$ cat src/rtl/rpn_pop.sv
// Pop-and-evaluate controller for the RPN calculator stack RAM.
// Reads the top two entries, hands them to the external ALU, writes the result back and pops one.
module rpn_pop #(
    parameter int unsigned ADDR_W = 8,
    parameter int unsigned DATA_W = 8,
    parameter int unsigned RD_LAT = 1
) (
    input  logic              CLOCK_50,
    input  logic              reset,
    input  logic              start,
    input  logic [1:0]        op,
    input  logic [ADDR_W-1:0] sp,
    output logic [ADDR_W-1:0] mem_addr,
    output logic              mem_wren,
    output logic [DATA_W-1:0] mem_wdata,
    input  logic [DATA_W-1:0] mem_q,
    output logic [DATA_W-1:0] alu_a,
    output logic [DATA_W-1:0] alu_b,
    output logic [1:0]        alu_op,
    input  logic [DATA_W-1:0] alu_out,
    output logic              sp_load,
    output logic [ADDR_W-1:0] sp_next,
    output logic [DATA_W-1:0] result,
    output logic              busy,
    output logic              done,
    output logic              err
);

    localparam logic [2:0] StIdle  = 3'd0;
    localparam logic [2:0] StRdB   = 3'd1;
    localparam logic [2:0] StRdA   = 3'd2;
    localparam logic [2:0] StExec  = 3'd3;
    localparam logic [2:0] StWrite = 3'd4;

    // Read data is valid RD_LAT edges after the address edge; the counter spans 0..RD_LAT.
    localparam logic [1:0] LatLast = 2'(RD_LAT);

    logic [2:0]        state_q, state_d;
    logic [1:0]        cnt_q, cnt_d;
    logic [ADDR_W-1:0] base_q, base_d;
    logic [ADDR_W-1:0] mem_addr_q, mem_addr_d;
    logic              mem_wren_q, mem_wren_d;
    logic [DATA_W-1:0] mem_wdata_q, mem_wdata_d;
    logic [DATA_W-1:0] alu_a_q, alu_a_d;
    logic [DATA_W-1:0] alu_b_q, alu_b_d;
    logic [1:0]        alu_op_q, alu_op_d;
    logic              sp_load_q, sp_load_d;
    logic [ADDR_W-1:0] sp_next_q, sp_next_d;
    logic [DATA_W-1:0] result_q, result_d;
    logic              busy_q, busy_d;
    logic              done_q, done_d;
    logic              err_q, err_d;

    logic              rd_ready;

    assign rd_ready = (cnt_q == LatLast);

    always_comb begin
        state_d     = state_q;
        cnt_d       = cnt_q;
        base_d      = base_q;
        mem_addr_d  = mem_addr_q;
        mem_wren_d  = mem_wren_q;
        mem_wdata_d = mem_wdata_q;
        alu_a_d     = alu_a_q;
        alu_b_d     = alu_b_q;
        alu_op_d    = alu_op_q;
        sp_next_d   = sp_next_q;
        result_d    = result_q;
        err_d       = err_q;
        sp_load_d   = 1'b0;
        done_d      = 1'b0;

        case (state_q)
            StIdle: begin
                if (start) begin
                    if (sp >= ADDR_W'(2)) begin
                        base_d     = sp;
                        alu_op_d   = op;
                        err_d      = 1'b0;
                        mem_addr_d = sp - ADDR_W'(1);
                        cnt_d      = 2'd0;
                        state_d    = StRdB;
                    end else begin
                        // Underflow: flag and finish without touching RAM or the pointer.
                        err_d  = 1'b1;
                        done_d = 1'b1;
                    end
                end
            end

            StRdB: begin
                if (rd_ready) begin
                    alu_b_d    = mem_q;
                    mem_addr_d = base_q - ADDR_W'(2);
                    cnt_d      = 2'd0;
                    state_d    = StRdA;
                end else begin
                    cnt_d = cnt_q + 2'd1;
                end
            end

            StRdA: begin
                if (rd_ready) begin
                    alu_a_d = mem_q;
                    cnt_d   = 2'd0;
                    state_d = StExec;
                end else begin
                    cnt_d = cnt_q + 2'd1;
                end
            end

            StExec: begin
                result_d    = alu_out;
                mem_wdata_d = alu_out;
                mem_wren_d  = 1'b1;
                state_d     = StWrite;
            end

            StWrite: begin
                mem_wren_d = 1'b0;
                sp_next_d  = base_q - ADDR_W'(1);
                sp_load_d  = 1'b1;
                done_d     = 1'b1;
                state_d    = StIdle;
            end

            default: begin
                mem_wren_d = 1'b0;
                state_d    = StIdle;
            end
        endcase

        busy_d = (state_d != StIdle);
    end

    always_ff @(posedge CLOCK_50) begin
        if (reset) begin
            state_q     <= StIdle;
            cnt_q       <= 2'd0;
            base_q      <= '0;
            mem_addr_q  <= '0;
            mem_wren_q  <= 1'b0;
            mem_wdata_q <= '0;
            alu_a_q     <= '0;
            alu_b_q     <= '0;
            alu_op_q    <= 2'd0;
            sp_load_q   <= 1'b0;
            sp_next_q   <= '0;
            result_q    <= '0;
            busy_q      <= 1'b0;
            done_q      <= 1'b0;
            err_q       <= 1'b0;
        end else begin
            state_q     <= state_d;
            cnt_q       <= cnt_d;
            base_q      <= base_d;
            mem_addr_q  <= mem_addr_d;
            mem_wren_q  <= mem_wren_d;
            mem_wdata_q <= mem_wdata_d;
            alu_a_q     <= alu_a_d;
            alu_b_q     <= alu_b_d;
            alu_op_q    <= alu_op_d;
            sp_load_q   <= sp_load_d;
            sp_next_q   <= sp_next_d;
            result_q    <= result_d;
            busy_q      <= busy_d;
            done_q      <= done_d;
            err_q       <= err_d;
        end
    end

    assign mem_addr  = mem_addr_q;
    assign mem_wren  = mem_wren_q;
    assign mem_wdata = mem_wdata_q;
    assign alu_a     = alu_a_q;
    assign alu_b     = alu_b_q;
    assign alu_op    = alu_op_q;
    assign sp_load   = sp_load_q;
    assign sp_next   = sp_next_q;
    assign result    = result_q;
    assign busy      = busy_q;
    assign done      = done_q;
    assign err       = err_q;

endmodule

$ cat config.mk
export PLATFORM = sky130hd
export DESIGN_NAME = rpn_pop
export DESIGN_NICKNAME = d
export VERILOG_FILES = /design/src/rtl/rpn_pop.sv
export SDC_FILE = /design/constraint.sdc
export NUM_CORES = 1
export LEC_CHECK = 0
export BUFFER_PORTS_ARGS = -buffer_cell sky130_fd_sc_hd__buf_4
export CORE_MARGIN = 3
export CORE_UTILIZATION = 46
export DETAILED_ROUTE_END_ITERATION = 8
export PLACE_DENSITY = 0.75
export REMOVE_ABC_BUFFERS = 1
export SYNTH_ARGS = -nofsm -noshare
export SYNTH_HDL_FRONTEND = slang
export SYNTH_SLANG_ARGS = --single-unit
$ cat constraint.sdc
create_clock -name CLOCK_50 -period 2.15 [get_ports CLOCK_50]
set_clock_uncertainty 0.1 [all_clocks]
set_input_delay 0.645 -clock CLOCK_50 [delete_from_list [all_inputs] [get_ports CLOCK_50]]
set_output_delay 0.645 -clock CLOCK_50 [all_outputs]
set_load 0.005 [all_outputs]
==> reports/metrics.cfg <==
[route]
drt_iter0_markers = 144
routedWlPerCell_um = 14.2
firstDrtPassIters = 4
avgViaCountPerCell = 5.20
drtAntennaViolNets = 0
drc = 0
via_count = 2514
wl_um = 6870

[worst_setup_path]
ff2ff_setup_slack_ps = 270
worstSetupPathType = in2reg
critPathRequiredTime_ps = 2300
critPathMaxFanout = 3
critPathCaptureType = flop
worstPathArrival_ps = 2110
worst_setup_path_start_kind = primary input

[placement]
finalWeightedCongestion = 0.853
placed_area_sq_um = 3570
place_hpwl_um = 5000
pre_cts_ws_ps = -186
portBuffers = 83

[floorplan]
io-pin-count = 84
fp.dieW_um = 84.0
die_h_um = 84.0
core.rowCount = 27
die_area_sq_um = 7050
coreArea_sq_um = 5710
start_util_pct = 49.0

[synthesis]
synth_enable_flop_cells = 0
yosys_register_bits = 60
synthFlopType = dfxtp_1
synth_warnings = 0
synth.avg_cell_area_sq_um = 8.91
synth_area_sq_um = 2800
ys_seq_area_share_pct = 43.0
synthDistinctLibCells = 50
synthArstFlopShare_pct = 0
synthCells = 314

[sta]
rsz0062_at_grt = no
setup_slack_ps = 189
hold_viol_final = 0
setup_violations = 0
finalCritPeriodShare_pct = 91.2
worst_pin_slew_ps = 552
maxSlewViolCount = 0
slew_headroom_pct = 63.1
holdWs_ps = 357
period_needed_ps = 1960
finalSetupTns_ps = 0
fmax_ghz = 0.510

[clocking]
worst_skew_pair.late_latency_ps = 350
h-tree-depth = 3
cts_tree = built
postCtsSetupBuffers = 0
root_buffer = clkbuf_8
clockBufferDepth = 2
numCtsBuffers = 9
cts_hold_buf = 0
cts_resized = 0
clock-sinks = 60
clkSlewWorstSetupHoldPaths_ps = 70

[global_route]
grt_pass1_wl_um = 11500
gr-total-overflow = 0
grt_usage_pct = 20.0
first_global_vias = 2398
grt_max_degree = 41
grt_antenna_before_repair = 0

[finish]
drive_above_1_share_pct = 37.7
area_delta_synth_final_pct = 35.1
fin_nets = 440
fill_cells = 487
final_area_sq_um = 3780
num_antenna_cells = 0

[power]
intPower_mw = 1.96
power_frac_seq_pct = 44.1
p_clk_share_pct = 37.4
vdd_drop_max_v = 0.000469
power.density_nw_per_um2 = 725
comb_power_share_pct = 18.5
p_leak_nw = 1.66
p_sw_share_pct = 28.6
switchingPower_mw = 0.783

[min_path]
holdCritPathClass = reg2reg

[run]
maxCapViolations = 0

[outcome]
outcome = completed

[through the flow]
| stage | std cells | power [mW] | util, % |
|---|---|---|---|
| after floorplan | 284 | 1.48 | - |
| after detailed placement | 467 | 1.73 | 62.6 |
| final | 483 | 2.74 | 66.2 |
| after global routing | 483 | 2.86 | 66.2 |
| after CTS | 483 | 2.75 | 66.1 |
| after global placement | 467 | 1.73 | 62.6 |
[worst max-delay path, stage by stage]
cell,delay (ps)
buf_4,80
inv_1,40
ha_1,180
or4_4,460
buf_4,160
o21ai_1,160
a21oi_1,110
a311oi_1,270
[final timing paths]
kind,cells after the start,startpoint,endpoint
setup / recovery,8,sp[0],cnt_q[0]
hold / removal,2,alu_b[0],alu_b[0]
setup reg to reg,7,base_q[1],sp_next[7]
hold reg to reg,2,alu_b[0],alu_b[0]
[cell type report]
type                       count  area (sq um)  share of cell area (%)
sequential                    60          1200                    31.8
clock inverter                 7          76.3                    2.02
multi-input combinational    218          1410                    37.2
inverter                       6          22.5                   0.596
clock buffer                   9           124                    3.28
tap                           72          90.1                    2.38
timing repair buffer         111           858                    22.7
[power groups by stage]
stage	Sequential, mW	Combinational (mW)	Clock [mW]
floorplan	1.23	0.250	0
global placement	1.23	0.496	0
detailed placement	1.23	0.505	0
CTS	1.21	0.508	1.03
global route	1.21	0.562	1.08
finish	1.21	0.508	1.02
[metal layers]
layer	vias up	track usage, %	wire length [um]
met3	6	5.03	523
met5	-	0	0
li1	1265	-	-
met4	0	9.36	87
met2	96	31.4	3290
met1	1147	25.8	2970
[synthesized netlist by cell type, types with 2 or more instances]
library cell,count,area share [%]
nand4b_1,3,0.94
a21o_1,3,0.81
nor2_1,33,4.4
o221ai_1,4,1.3
nand2_2,7,1.6
nand3_1,8,1.4
xor2_1,9,2.8
a211oi_1,9,2.4
buf_4,10,2.7
nor2b_1,3,0.67
inv_1,6,0.81
nor3_1,9,1.6
a21oi_1,23,4.1
xnor2_1,2,0.63
mux2i_1,16,5.7
o21a_1,2,0.54
o31ai_1,3,0.81
nand2b_1,2,0.45
nor4_1,4,0.89
a21oi_2,7,2.2
nand2_1,40,5.4
buf_2,6,1.1
or3b_2,2,0.63
dfxtp_1,60,43
or4_4,2,0.81
nor3b_1,3,0.81
clkbuf_1,11,1.5
ha_1,5,2.2
[cells by family after synthesis]
kind of cell / share of synthesized area (%)
mux: 5.73
compound gates: 15.7
xor+xnor: 3.45
buf+inv: 7.16
flops: 43.0
fa+ha+maj: 2.24
simple gates: 22.8
[cells in the final DEF (no fill, tap or decap), types with 7 or more instances in the layout]
master,count
buf_4,109
dfxtp_1,60
nand2_1,40
nor2_1,33
a21oi_1,23
mux2i_1,16
xor2_1,9
a211oi_1,9
nor3_1,9
clkbuf_8,9
nand3_1,8
nand2_2,7
a21oi_2,7
[registers in the layout, summed over array words and instances (netlist names)]
signal    cells
alu_b         8
sp_next       8
alu_a         8
done          1
sp_load       1
state_q       3
err           1
mem_wren      1
result        8
alu_op        2
mem_addr      8
cnt_q         2
busy          1
base_q        8
Note: power is estimated with default switching activity, not from simulation.
